## src/rtl/scaler_pkg.sv

```systemverilog
`default_nettype none
// +----------------------------------------------------------------------+
// | scaler_pkg : shared constants for the rate_generator divider slice   |
// | Rev 1.0                                                              |
// +----------------------------------------------------------------------+
package scaler_pkg;

  localparam int unsigned DEFAULT_RESET_DIV = 150000;
  localparam int unsigned MAX_CHANNELS      = 16;

  localparam logic MODE_PERIODIC = 1'b0;
  localparam logic MODE_ONESHOT  = 1'b1;

endpackage : scaler_pkg
`default_nettype wire

```

## src/rtl/rate_generator_if.sv

```systemverilog
`default_nettype none
// +----------------------------------------------------------------------+
// | rate_generator_if : enable/sync/config inputs and tick outputs       |
// | Rev 1.0                                                              |
// +----------------------------------------------------------------------+
interface rate_generator_if #(
  parameter int CHANNELS = 4,
  parameter int WIDTH    = 32
);

  logic [CHANNELS-1:0] enable;
  logic                sync;
  logic                cfg_we;
  logic [3:0]          cfg_ch;
  logic [WIDTH-1:0]    cfg_div;
  logic                cfg_oneshot;
  logic [CHANNELS-1:0] tick;
  logic [CHANNELS-1:0] clock_hz;
  logic [CHANNELS-1:0] active;

  modport master (
    output enable, sync, cfg_we, cfg_ch, cfg_div, cfg_oneshot,
    input  tick, clock_hz, active
  );

  modport slave (
    input  enable, sync, cfg_we, cfg_ch, cfg_div, cfg_oneshot,
    output tick, clock_hz, active
  );

endinterface : rate_generator_if
`default_nettype wire

```

## src/rtl/scaler_channel.sv

```systemverilog
`default_nettype none
// +----------------------------------------------------------------------+
// | scaler_channel : one programmable divider, periodic or one-shot      |
// | Rev 1.0                                                              |
// +----------------------------------------------------------------------+
module scaler_channel
  import scaler_pkg::*;
#(
  parameter int               WIDTH     = 32,
  parameter logic [WIDTH-1:0] RESET_DIV = WIDTH'(DEFAULT_RESET_DIV)
) (
  input  wire logic             clk,
  input  wire logic             rst,
  input  wire logic             i_enable,
  input  wire logic             i_restart,
  input  wire logic             i_load,
  input  wire logic [WIDTH-1:0] i_load_div,
  input  wire logic             i_load_oneshot,
  output logic                  o_tick,
  output logic                  o_clock_hz,
  output logic                  o_active
);

  logic [WIDTH-1:0] r_cnt;
  logic [WIDTH-1:0] r_div;
  logic             r_oneshot;
  logic             r_halted;
  logic             r_tick;
  logic             r_clock_hz;

  logic             w_expire;

  assign w_expire = (r_cnt == r_div);

  always_ff @(posedge clk) begin
    if (rst) begin
      r_cnt      <= '0;
      r_div      <= RESET_DIV;
      r_oneshot  <= MODE_PERIODIC;
      r_halted   <= 1'b0;
      r_tick     <= 1'b0;
      r_clock_hz <= 1'b0;
    end else if (i_load || i_restart) begin
      // Restart wins over a coincident expiry, so no tick this cycle.
      if (i_load) begin
        r_div     <= i_load_div;
        r_oneshot <= i_load_oneshot;
      end
      r_cnt      <= '0;
      r_halted   <= 1'b0;
      r_tick     <= 1'b0;
      r_clock_hz <= 1'b0;
    end else if (i_enable && !r_halted) begin
      if (w_expire) begin
        r_cnt      <= '0;
        r_tick     <= 1'b1;
        r_clock_hz <= ~r_clock_hz;
        if (r_oneshot == MODE_ONESHOT) begin
          r_halted <= 1'b1;
        end
      end else begin
        r_cnt  <= r_cnt + WIDTH'(1);
        r_tick <= 1'b0;
      end
    end else begin
      r_tick <= 1'b0;
    end
  end

  assign o_tick     = r_tick;
  assign o_clock_hz = r_clock_hz;
  assign o_active   = ~r_halted;

endmodule : scaler_channel
`default_nettype wire

```

## src/rtl/rate_generator.sv

```systemverilog
`default_nettype none
// +----------------------------------------------------------------------+
// | rate_generator : bank of independent scaler_channel dividers         |
// | Rev 1.0                                                              |
// +----------------------------------------------------------------------+
module rate_generator
  import scaler_pkg::*;
#(
  parameter int               CHANNELS  = 4,
  parameter int               WIDTH     = 32,
  parameter logic [WIDTH-1:0] RESET_DIV = WIDTH'(DEFAULT_RESET_DIV)
) (
  input  wire logic       clock_50mhz,
  input  wire logic       reset,
  rate_generator_if.slave bus
);

  logic [CHANNELS-1:0] w_load;
  logic [CHANNELS-1:0] w_tick;
  logic [CHANNELS-1:0] w_clock_hz;
  logic [CHANNELS-1:0] w_active;

  // Indices at or above CHANNELS match no channel and are dropped.
  for (genvar i = 0; i < CHANNELS; i++) begin : g_ch
    assign w_load[i] = bus.cfg_we && (bus.cfg_ch == 4'(i));

    scaler_channel #(
      .WIDTH     (WIDTH),
      .RESET_DIV (RESET_DIV)
    ) u_ch (
      .clk            (clock_50mhz),
      .rst            (reset),
      .i_enable       (bus.enable[i]),
      .i_restart      (bus.sync),
      .i_load         (w_load[i]),
      .i_load_div     (bus.cfg_div),
      .i_load_oneshot (bus.cfg_oneshot),
      .o_tick         (w_tick[i]),
      .o_clock_hz     (w_clock_hz[i]),
      .o_active       (w_active[i])
    );
  end

  assign bus.tick     = w_tick;
  assign bus.clock_hz = w_clock_hz;
  assign bus.active   = w_active;

endmodule : rate_generator
`default_nettype wire

```

## src/flat_wrapper.sv

```systemverilog
// flat-port wrapper written by rule: the top's interface ports become plain ports
module rate_generator_flat import scaler_pkg::*;
#(
  parameter int               CHANNELS  = 4,
  parameter int               WIDTH     = 32,
  parameter logic [WIDTH-1:0] RESET_DIV = WIDTH'(DEFAULT_RESET_DIV)
)
  (clock_50mhz, reset, bus_enable, bus_sync, bus_cfg_we, bus_cfg_ch, bus_cfg_div, bus_cfg_oneshot, bus_tick, bus_clock_hz, bus_active);
  rate_generator_if #(.CHANNELS(CHANNELS), .WIDTH(WIDTH)) bus_i ();
  input  wire logic clock_50mhz;
  input  wire logic reset;
  input wire logic [$bits(bus_i.enable)-1:0] bus_enable;
  input wire logic [$bits(bus_i.sync)-1:0] bus_sync;
  input wire logic [$bits(bus_i.cfg_we)-1:0] bus_cfg_we;
  input wire logic [$bits(bus_i.cfg_ch)-1:0] bus_cfg_ch;
  input wire logic [$bits(bus_i.cfg_div)-1:0] bus_cfg_div;
  input wire logic [$bits(bus_i.cfg_oneshot)-1:0] bus_cfg_oneshot;
  output wire logic [$bits(bus_i.tick)-1:0] bus_tick;
  output wire logic [$bits(bus_i.clock_hz)-1:0] bus_clock_hz;
  output wire logic [$bits(bus_i.active)-1:0] bus_active;
  assign bus_i.enable = bus_enable;
  assign bus_i.sync = bus_sync;
  assign bus_i.cfg_we = bus_cfg_we;
  assign bus_i.cfg_ch = bus_cfg_ch;
  assign bus_i.cfg_div = bus_cfg_div;
  assign bus_i.cfg_oneshot = bus_cfg_oneshot;
  assign bus_tick = bus_i.tick;
  assign bus_clock_hz = bus_i.clock_hz;
  assign bus_active = bus_i.active;
  rate_generator #(.CHANNELS(CHANNELS), .WIDTH(WIDTH), .RESET_DIV(RESET_DIV)) u_core (.clock_50mhz(clock_50mhz), .reset(reset), .bus(bus_i));
endmodule
```

## config.mk

```make
export PLATFORM = sky130hd
export DESIGN_NAME = rate_generator_flat
export DESIGN_NICKNAME = d
export VERILOG_FILES = /design/src/rtl/scaler_pkg.sv /design/src/rtl/rate_generator_if.sv /design/src/rtl/scaler_channel.sv /design/src/rtl/rate_generator.sv /design/src/flat_wrapper.sv
export SDC_FILE = /design/constraint.sdc
export NUM_CORES = 1
export LEC_CHECK = 0
export ABC_AREA = 1
export CORE_UTILIZATION = 34
export CTS_CLUSTER_SIZE = 20
export DETAILED_ROUTE_END_ITERATION = 10
export GPL_ROUTABILITY_DRIVEN = 0
export PLACE_DENSITY_LB_ADDON = 0.15
export SLEW_MARGIN = 25
export SYNTH_ARGS = -nofsm -noshare
export SYNTH_HDL_FRONTEND = slang
export SYNTH_HIERARCHICAL = 1
export SYNTH_SLANG_ARGS = --single-unit
```

## constraint.sdc

```tcl
create_clock -name clock_50mhz -period 1.68 [get_ports clock_50mhz]
set_input_delay 0.168 -clock clock_50mhz [delete_from_list [all_inputs] [get_ports clock_50mhz]]
set_output_delay 0.168 -clock clock_50mhz [all_outputs]
set_load 0.1 [all_outputs]
```

==> results of run 1 <==
cells by family (layout without fill, tap and decap cells):
| group | count (synthesis) | count (layout) | synth area share |
|---|---|---|---|
| flip-flops | 272 | 272 | 0.3517 |
| AO/OA/AOI/OAI | 272 | 272 | 0.08792 |
| multiplexers | 4 | 4 | 0.002586 |
| AND/OR/NAND/NOR | 1205 | 1205 | 0.3531 |
| buffers and inverters | 390 | 679 | 0.1042 |
| XOR/XNOR | 172 | 172 | 0.09729 |
| other | 0 | 6 | 0 |
| adder cells (fa/ha/maj) | 4 | 4 | 0.003232 |
layout make-up:
cell class	count	area, µm²	area share
diodes	6	15.01	0.0007224
clock buffers	55	1074	0.05165
clock inverters	11	112.6	0.005418
inverters	310	1181	0.05683
multi-input cells	1657	9168	0.4411
flip-flops and latches	272	5582	0.2686
well taps	592	740.7	0.03564
repair buffers	303	2912	0.1401
per-layer routing:
metal	global-route usage	up-vias	part of all wire	wire length (µm)
met5	0	-	0	0
met4	0.06596	0	0.024	1292
met3	0.03763	79	0.051	2690
met2	0.3691	359	0.46	24410
met1	0.2941	7047	0.46	24630
li1	-	7718	-	-
registers in the layout, indices dropped and copies added (netlist names):
name,count
u_core/g_ch.u_ch/r_oneshot,4
u_core/g_ch.u_ch/r_halted,4
u_core/g_ch.u_ch/o_clock_hz,4
u_core/g_ch.u_ch/r_cnt,128
u_core/g_ch.u_ch/o_tick,4
u_core/g_ch.u_ch/r_div,128
repair_timing:
item | CTS | global route
cloned | 0 | 11
endpoints found under the setup margin | 85 | 130
pin swaps | 0 | 51
hold endpoints to repair | 0 | 0
buffers inserted | 0 | 10
resized for setup | 20 | 243
power groups by stage:
stage | combinational (mW) | clock, mW | sequential, mW
CTS | 1.05 | 8.03 | 6.58
finish | 1.21 | 7.80 | 6.57
global route | 1.29 | 8.29 | 6.57
global placement | 1.04 | 0 | 6.72
floorplan | 0.542 | 0 | 6.72
detailed placement | 1.05 | 0 | 6.72
Yosys cell counts (12+ instances only):
library cell | n | share of area
nor3_2 | 12 | 0.0078
inv_2 | 32 | 0.0078
nand2_1 | 588 | 0.14
nand2_2 | 12 | 0.0048
a21oi_1 | 112 | 0.036
nand3_1 | 100 | 0.032
xor2_1 | 100 | 0.057
o21ai_0 | 156 | 0.050
nor2_2 | 17 | 0.0069
buf_2 | 32 | 0.010
nor2_4 | 44 | 0.032
clkbuf_1 | 40 | 0.0097
nand4_1 | 40 | 0.016
inv_1 | 278 | 0.067
nor3_1 | 40 | 0.013
nor2_1 | 320 | 0.078
and2_1 | 16 | 0.0065
xnor2_1 | 72 | 0.041
dfxtp_1 | 272 | 0.35
worst min-delay path, cell delays in order:
cell and delay (ns):
clkdlybuf4s50_1 0.57, nor2_1 0.16, nor2_1 0.05
worst max path at each step:
| stage | startpoint | end | slack [ns] | depth (start not counted) |
|---|---|---|---|---|
| after floorplan | u_core/g_ch[0].u_ch/r_halted | u_core/g_ch[0].u_ch/r_cnt[25] | 0.002 | 8 |
| after global placement | bus_cfg_ch[1] | u_core/g_ch[0].u_ch/r_cnt[5] | -0.43 | 10 |
| after detailed placement | bus_cfg_ch[0] | u_core/g_ch[0].u_ch/r_cnt[20] | -0.43 | 10 |
| after CTS | u_core/g_ch[3].u_ch/r_cnt[22] | u_core/g_ch[3].u_ch/r_cnt[29] | 0.003 | 9 |
| after global routing | u_core/g_ch[1].u_ch/r_cnt[0] | u_core/g_ch[1].u_ch/r_cnt[30] | -0.09 | 10 |
| final | u_core/g_ch[0].u_ch/r_div[9] | u_core/g_ch[0].u_ch/r_cnt[14] | 0.003 | 11 |
==> metrics.md, run 1 <==
| Metric | Value |
|---|---|
| CP Launch Type | `flop` |
| Clock sinks | `between 200 and 300` |
| Leakage Power | `between 8 and 9 nW` |
| Slew Limit Fails | `0` |
| Via density | `~4.7` |
| Total wire length | `roughly 53000 µm` |
| Chip width | `approximately 220 µm` |
| CTS tree | `built` |
| Largest net degree at the start of global routing | `45` |
| Slowest CP cell | `dfxtp_1` |
| Crit share post-route | `0.9985` |
| Worst-path cell chain | `inv_1 -> nand2_1 -> and2_1 -> nand2_1 -> nor2_1 -> nand2_2 -> nor2_4 -> nand3_4 -> nand2_8 -> clkbuf_16 -> nor2_1` |
| CP endpoint kind | `flop` |
| P_int | `11.74 mW` |
| Longest Clk Path Bufs | `3` |
| Placed Cells | `approximately 3100` |
| Max Cap Viol | `0` |
| Drt first-iter violations | `roughly 970` |
| Fillers | `4575` |
| Layout area overhead | `34.23%` |
| Post-place setup slack | `-0.4280 ns` |
| Slew @ Worst Pin | `roughly 0.59 ns` |
| Netlist cell types | `28` |
| Fin util | `0.4659` |
| Std cell rows | `77` |
| Total gr overflow | `0` |
| Worst r2r src | `u_core/g_ch[0].u_ch/r_div[9]` |
| PnR worst setup slack | `0.002540 ns` |
| Worst R2R Path Depth | `11` |
| HP Start | `bus_cfg_div[16]` |
| Post-Place Cell Area | `about 18000 µm²` |
| Syn Inst Count | `between 2000 and 2500` |
| CTS clk-pin slew, worst paths | `~0.05 ns` |
| Min-Delay Path Depth | `3` |
| Achievable clock frequency | `roughly 600 MHz` |
| Hold_buf cts | `0` |
| RSZ-0062 raised after global routing | `yes` |
| P_sw | `about 3.8 mW` |
| Clock Power Share | `0.501` |
| Worst Hold Class | `primary input to flop` |
| WHS Endpoint | `u_core/g_ch[3].u_ch/r_div[16]` |
| Most common cell after layout, fill and taps aside | `nand2_1` |
| Combinational fraction of design power | `0.077` |
| Max IR drop VDD | `about 0.00053 V` |
| Post-route DRC | `0` |
| Crit path arrival time | `~2.1 ns` |
| Sequential fraction of the synthesis area | `0.3517` |
| CP bufs+invs | `2` |
| Share of cells above drive strength 1 | `0.2519` |
| Final setup violation count | `0` |
| Cell family with most CP delay | `simple AND/OR/NAND/NOR gates` |
| Mapped Area | `15480 µm²` |
| Avg Cell Area, Syn | `~6.7 µm²` |
| Num ports | `57` |
| Post-Layout Cell Count | `~3200` |
| Design area | `slightly above 20000 µm²` |
| Setup Total Neg Slack | `0 ns` |
| Port Buffers | `56` |
| Initial cell density of the core | `0.3471` |
| Reg2Reg Setup Slack | `around 0.0025 ns` |
| Worst Path Required | `approximately 2.1 ns` |
| Critical path fanouts, max | `6` |
| Synth Warn # | `6` |
| Cell Pwr Density | `about 750 nW/µm²` |
| Clk_skew | `0.01570 ns` |
| Final Hold Fails | `0` |
| Core box area | `about 45000 µm²` |
| Initial antenna violation count | `2` |
| Pwr Total | `approximately 16 mW` |
| Hold slack final | `around 0.43 ns` |
| Status | `completed` |
| Vias after detailed routing | `between 15000 and 20000` |
| Final ANT Viol Nets | `0` |
| Worst setup path class | `flop to flop` |
| CTS root buf | `clkbuf_16` |
| GR Util All Layers | `0.2223` |
| DIE HEIGHT | `215.4 µm` |
| Ys async rst share | `0` |
| Dominant synthesized flop cell | `dfxtp_1` |
| H-tree levels | `2` |
| Max-slew headroom | `0.6067` |
| Most frequent cells in the layout | `nand2_1, inv_1, nor2_1` |
| Syn_nets | `2368` |
| Synthesized flop and latch total | `approximately 270` |
| Global-route wire length before repair | `around 80000 µm` |
| Slowest stage delay, CP | `around 0.38 ns` |
| WL per Instance | `~17 µm` |
| Reg-to-Reg End | `u_core/g_ch[0].u_ch/r_cnt[14]` |
| Sequential share of power | `0.422` |
| Number of CTS-inserted buffers | `36` |
| Nets | `roughly 2600` |
| Sw frac | `0.2462` |
| Skew-Pair Late Insertion Delay | `0.56 ns` |
| Die ar. | `roughly 46000 µm²` |
| Vias in the first global route | `14600` |
| Hpwl dp | `40300 µm` |
| DRT Pass-1 Iters | `7` |
| Minimum clock period | `1.677 ns` |
| EDFF count, synth | `0` |
Power figures use the tool's default switching activity.
==> run 2: changes to the inputs <==
--- a/config.mk
+++ b/config.mk
@@ -6,11 +6,14 @@
 export NUM_CORES = 1
 export LEC_CHECK = 0
 export ABC_AREA = 1
+export CORE_ASPECT_RATIO = 1.25
 export CORE_UTILIZATION = 34
+export CTS_CLUSTER_DIAMETER = 120
 export CTS_CLUSTER_SIZE = 20
 export DETAILED_ROUTE_END_ITERATION = 10
 export GPL_ROUTABILITY_DRIVEN = 0
 export PLACE_DENSITY_LB_ADDON = 0.15
+export SKIP_CTS_REPAIR_TIMING = 1
 export SLEW_MARGIN = 25
 export SYNTH_ARGS = -nofsm -noshare
 export SYNTH_HDL_FRONTEND = slang
==> run 2 against run 1 <==
  * The flow now finishes with violations (DRC)
  * Non-clock buffer count rose by 36
  * Clock skew fell by 0.00066 ns
  * Largest power group is now sequential cells
  * Sequential share of layout area rose by 0.79 points
  * Global-route usage rose by 0.45 points
  * Highest routed layer is now met5
  * Clock power fell by 46%
  * Critical path type unchanged
  * Clock-buffer cell count fell by 38
  * Flip-flop and latch count did not move
  * Via count barely moved
  * Combinational power barely moved
  * Routed wire length rose by 1.6%
==> metrics.md, run 2 (synthesized netlist as in run 1, its figures left out) <==
| Metric | Value |
|---|---|
| Status | `finished, violations left` |
| Failing checks | `DRC` |
| Port Buffers | `56` |
| Max-slew headroom | `0.5771` |
| GRT busiest layer | `met2` |
| GR Util met1 | `0.2746` |
| Post-Layout Cell Count | `roughly 3200` |
| Initial antenna violation count | `3` |
| Fillers | `approximately 4700` |
| CP Launch Type | `flop` |
| Clk_skew | `0.01503 ns` |
| Multi-input logic area | `between 9000 and 10000 µm²` |
| DRT Pass-1 Iters | `9` |
| Std cell rows | `87` |
| Via density | `roughly 4.8` |
| CTS clk-pin slew, worst paths | `about 0.090 ns` |
| Crit path arrival time | `between 2 and 2.5 ns` |
| DIE HEIGHT | `240.6 µm` |
| Vias after detailed routing | `15200` |
| Longest Clk Path Bufs | `3` |
| Combinational fraction of design power | `0.102` |
| Cell Pwr Density | `~590 nW/µm²` |
| Total gr overflow | `0` |
| Fin util | `0.4499` |
| Most common cell after layout, fill and taps aside | `nand2_1` |
| Post-place setup slack | `-0.2222 ns` |
| Post-route DRC | `1` |
| Skew-Pair Late Insertion Delay | `0.52 ns` |
| P_sw | `3.119 mW` |
| Met3 GRT Util | `0.02894` |
| P_int | `8.851 mW` |
| Largest net degree at the start of global routing | `35` |
| Met2 GRT Util | `0.3957` |
| Clock Power Share | `0.350` |
| Worst Path Required | `between 2 and 2.5 ns` |
| Achievable clock frequency | `599.4 MHz` |
| Num ports | `57` |
| Number of CTS-inserted buffers | `17` |
| Worst setup path class | `flop to flop` |
| Share of cells above drive strength 1 | `0.2577` |
| Pwr Total | `roughly 12 mW` |
| CTS tree | `built` |
| Die ar. | `46400 µm²` |
| Worst-path cell chain | `inv_1 -> nand2_1 -> nand2_1 -> nand2_1 -> nor2_1 -> nand2_1 -> nor2_4 -> nand3_4 -> nand2_8 -> clkbuf_16 -> nor2_1` |
| Layout area overhead | `30.93%` |
| PnR worst setup slack | `between 0.01 and 0.015 ns` |
| H-tree levels | `1` |
| Initial cell density of the core | `0.3436` |
| Chip width | `192.9 µm` |
| Clock sinks | `between 200 and 300` |
| RSZ-0062 raised after global routing | `yes` |
| Final Hold Fails | `0` |
| Vias in the first global route | `around 14000` |
| Most frequent cells in the layout | `nand2_1, nor2_1, inv_1` |
| Slew @ Worst Pin | `0.6309 ns` |
| Nets | `~2600` |
| Global-route wire length before repair | `between 80000 and 90000 µm` |
| Slowest stage delay, CP | `0.35 ns` |
| Sequential share of power | `0.548` |
| Max Cap Viol | `0` |
| Regs by FF count | `u_core/g_ch.u_ch/r_cnt (128), u_core/g_ch.u_ch/r_div (128)` |
| Placed Cells | `roughly 3100` |
| Worst Hold Class | `primary input to flop` |
| Sw frac | `0.2606` |
| FF/Latch Area | `between 5000 and 6000 µm²` |
| GR Util All Layers | `0.2268` |
| Slew Limit Fails | `0` |
| Setup Total Neg Slack | `0 ns` |
| WL per Instance | `about 17 µm` |
| Slowest CP cell | `dfxtp_1` |
| Drt first-iter violations | `979` |
| Core box area | `approximately 45000 µm²` |
| Total wire length | `53880 µm` |
| Leakage Power | `8.453 nW` |
| CP endpoint kind | `flop` |
| Final setup violation count | `0` |
| Hpwl dp | `between 40000 and 50000 µm` |
| Max IR drop VDD | `a little under 0.0006 V` |
| Number of diodes | `0` |
| CTS root buf | `clkbuf_16` |
| Crit share post-route | `0.9930` |
| Critical path fanouts, max | `6` |
| Final ANT Viol Nets | `0` |
| Minimum clock period | `1.668 ns` |
| Most frequent CP cell | `nand2_1` |
==> run 2: power by group through the flow <==
stage / Combinational [mW] / Clock, mW / Sequential [mW]
finish: 1.23 / 4.19 / 6.56
global placement: 1.07 / 0 / 6.72
global route: 1.32 / 4.53 / 6.57
floorplan: 0.542 / 0 / 6.72
CTS: 1.09 / 4.33 / 6.57
detailed placement: 1.08 / 0 / 6.72
==> run 2: critical path, delay by kind of cell, from the launching register on <==
kind / cells / cell delay (ns)
and+or+nand+nor: 9 / 0.96
buffers and inverters: 2 / 0.26
DFF: 1 / 0.35
==> run 2: area by class of cell <==
class	count	share of cell area
multi-input cells	1657	0.4520
flip-flops and latches	272	0.2765
repair buffers	339	0.1557
inverters	310	0.05875
well taps	578	0.03567
clock buffers	17	0.02098
clock inverters	1	0.0004320
==> run 2: per-stage QoR <==
step | hold slack, ns | instance area (µm²)
after detailed placement | 0.4574 | 18630
after global routing | 0.4420 | 20270
after floorplan | 0.2901 | 15630
after global placement | 0.4523 | 18630
after CTS | 0.4255 | 19060
final | 0.4521 | 20270
==> run 2: routing by layer <==
layer  vias to the layer above  part of all wire
met5                         -           0.00080
li1                       7726                 -
met2                       381              0.49
met4                         6             0.044
met1                      6977              0.41
met3                       110             0.048
==> run 2: worst paths after layout <==
| kind | slack, ns | startpoint | endpoint | cells after the start |
|---|---|---|---|---|
| min reg2reg | 0.47 | u_core/g_ch[2].u_ch/r_div[9] | u_core/g_ch[2].u_ch/r_div[9] | 2 |
| max reg2reg | 0.01 | u_core/g_ch[1].u_ch/r_cnt[28] | u_core/g_ch[1].u_ch/r_cnt[13] | 11 |
| min | 0.45 | bus_cfg_div[12] | u_core/g_ch[2].u_ch/r_div[12] | 3 |
| max | 0.01 | u_core/g_ch[1].u_ch/r_cnt[28] | u_core/g_ch[1].u_ch/r_cnt[13] | 11 |
==> run 3: changes to the inputs <==
--- a/config.mk
+++ b/config.mk
@@ -9,7 +9,7 @@
 export CORE_ASPECT_RATIO = 1.25
 export CORE_UTILIZATION = 34
 export CTS_CLUSTER_DIAMETER = 120
-export CTS_CLUSTER_SIZE = 20
+export CTS_CLUSTER_SIZE = 12
 export DETAILED_ROUTE_END_ITERATION = 10
 export GPL_ROUTABILITY_DRIVEN = 0
 export PLACE_DENSITY_LB_ADDON = 0.15
==> run 3 against run 2 <==
  * Sequential share of layout area down 0.39 points
  * Clock-buffer cell count increased by 10
  * Worst hold slack lost 0.030 ns
  * Largest cell class unchanged
  * Register-to-register slack gained 0.02 ns
  * Final cell count increased by 0.25%
  * Critical path type unchanged
  * Sequential power about the same
  * Maximum frequency is 0.92% higher
  * The flow still finishes with violations (DRC)
==> metrics.md, run 3 (synthesized netlist as in run 1, its figures left out) <==
| Metric | Value |
|---|---|
| Core box area | `about 45000 µm²` |
| Chip width | `between 150 and 200 µm` |
| Std cell rows | `a little under 90` |
| Vias after detailed routing | `15220` |
| Worst-path cell chain | `buf_6 -> xnor2_2 -> nand2_2 -> nor2_1 -> nand2_1 -> nor2_4 -> nand3_4 -> nand2_8 -> buf_8 -> nor2_1` |
| Regs by FF count | `u_core/g_ch.u_ch/r_cnt (128), u_core/g_ch.u_ch/r_div (128)` |
| Worst Path Required | `2.13 ns` |
| Post-Layout Cell Count | `3182` |
| Slew @ Worst Pin | `around 0.64 ns` |
| Final setup violation count | `0` |
| Post-route DRC | `1` |
| Minimum clock period | `between 1.5 and 2 ns` |
| Max Cap Viol | `0` |
| Longest Clk Path Bufs | `3` |
| Share of cells above drive strength 1 | `0.2565` |
| Max IR drop VDD | `slightly above 0.0006 V` |
| Final Hold Fails | `0` |
| Most frequent CP cell | `nor2_1` |
| Most frequent cells in the layout | `nand2_1, nor2_1, inv_1` |
| Drt first-iter violations | `roughly 940` |
| Critical path fanouts, max | `5` |
| Worst setup path class | `flop to flop` |
| Leakage Power | `approximately 8.6 nW` |
| DIE HEIGHT | `about 240 µm` |
| Clock sinks | `around 270` |
| Crit path arrival time | `around 2.1 ns` |
| Number of diodes | `0` |
| Slew Limit Fails | `0` |
| Nets | `roughly 2700` |
| Slowest CP cell | `dfxtp_2` |
| Most common cell after layout, fill and taps aside | `nand2_1` |
| Fillers | `4659` |
| DRT Pass-1 Iters | `10` |
| Global-route wire length before repair | `around 80000 µm` |
| Max-slew headroom | `0.5718` |
| Hpwl dp | `between 40000 and 50000 µm` |
| CTS root buf | `clkbuf_16` |
| Placed Cells | `3133` |
| Initial antenna violation count | `3` |
| Skew-Pair Late Insertion Delay | `0.56 ns` |
| CTS tree | `built` |
| Initial cell density of the core | `0.3436` |
| CTS clk-pin slew, worst paths | `around 0.07 ns` |
| Crit share post-route | `0.9840` |
| Clk_skew | `0.01497 ns` |
| Final ANT Viol Nets | `0` |
| Hold slack final | `between 0.4 and 0.5 ns` |
| Num ports | `57` |
| Worst Hold Class | `primary input to flop` |
| RSZ-0062 raised after global routing | `yes` |
| Slowest stage delay, CP | `about 0.34 ns` |
| Largest net degree at the start of global routing | `35` |
| Setup Total Neg Slack | `0 ns` |
| Status | `finished, violations left` |
| Failing checks | `DRC` |
| Port Buffers | `56` |
| Achievable clock frequency | `~600 MHz` |
| Fin util | `0.4547` |
| Total wire length | `54050 µm` |
| CP Launch Type | `flop` |
| Vias in the first global route | `~15000` |
| Die ar. | `46400 µm²` |
| H-tree levels | `1` |
| GR Util All Layers | `0.2280` |
| Via density | `between 4 and 5` |
| CP endpoint kind | `flop` |
| Layout area overhead | `32.36%` |
| WL per Instance | `between 15 and 20 µm` |
| Number of CTS-inserted buffers | `26` |
| Total gr overflow | `0` |
| Cell Pwr Density | `~650 nW/µm²` |
[run 3: cell types whose count changed in the layout (fill, tap and decap cells not counted), sizes merged]
cell | before | now
buf | 287 | 286
bufinv | 0 | 1
clkbuf | 25 | 34
inv | 307 | 306
[run 3: area by class of cell]
type	count	area, µm²	area share
clock buffers	27	675.6	0.03297
clock inverters	1	30.03	0.001465
inverters	310	1191	0.05812
multi-input cells	1657	9178	0.4478
flip-flops and latches	272	5585	0.2725
well taps	578	723.2	0.03529
repair buffers	337	3110	0.1518
[run 3: path summary, 6_finish.rpt]
kind	startpoint	to	slack, ns	cells after the start
max	u_core/g_ch[1].u_ch/r_cnt[1]	u_core/g_ch[1].u_ch/r_cnt[9]	0.03	10
min reg2reg	u_core/g_ch[2].u_ch/r_div[9]	u_core/g_ch[2].u_ch/r_div[9]	0.46	2
min	bus_cfg_div[12]	u_core/g_ch[0].u_ch/r_div[12]	0.42	3
max reg2reg	u_core/g_ch[1].u_ch/r_cnt[1]	u_core/g_ch[1].u_ch/r_cnt[9]	0.03	10
[run 3: power by group]
group | switching, mW | internal, mW | total, mW
Combinational | 0.697 | 0.518 | 1.22
Sequential | 0.0611 | 6.51 | 6.57
Clock | 2.55 | 2.96 | 5.51
[run 3: through the flow]
stage	worst slack, ns	cell area [µm²]	power (mW)
CTS	-0.1061	19330	13.35
detailed placement	-0.2222	18630	7.804
global route	-0.04904	20490	13.78
finish	0.02689	20490	13.29
global placement	-0.2174	18630	7.795
floorplan	0.002202	15630	7.257
[run 3: worst max-delay path: cells and delay by family (launching register included)]
kind	cells	cell delay, ns
buf+inv	2	0.30
simple gates	7	0.72
flops	1	0.34
xor+xnor	1	0.17
[run 3: per-layer routing]
| metal | GRT usage | vias to the layer above | part of all wire |
|---|---|---|---|
| met5 | 0 | - | 0.00080 |
| met4 | 0.1157 | 6 | 0.047 |
| met3 | 0.03359 | 128 | 0.046 |
| met2 | 0.3934 | 371 | 0.49 |
| met1 | 0.2729 | 6972 | 0.42 |
| li1 | - | 7738 | - |
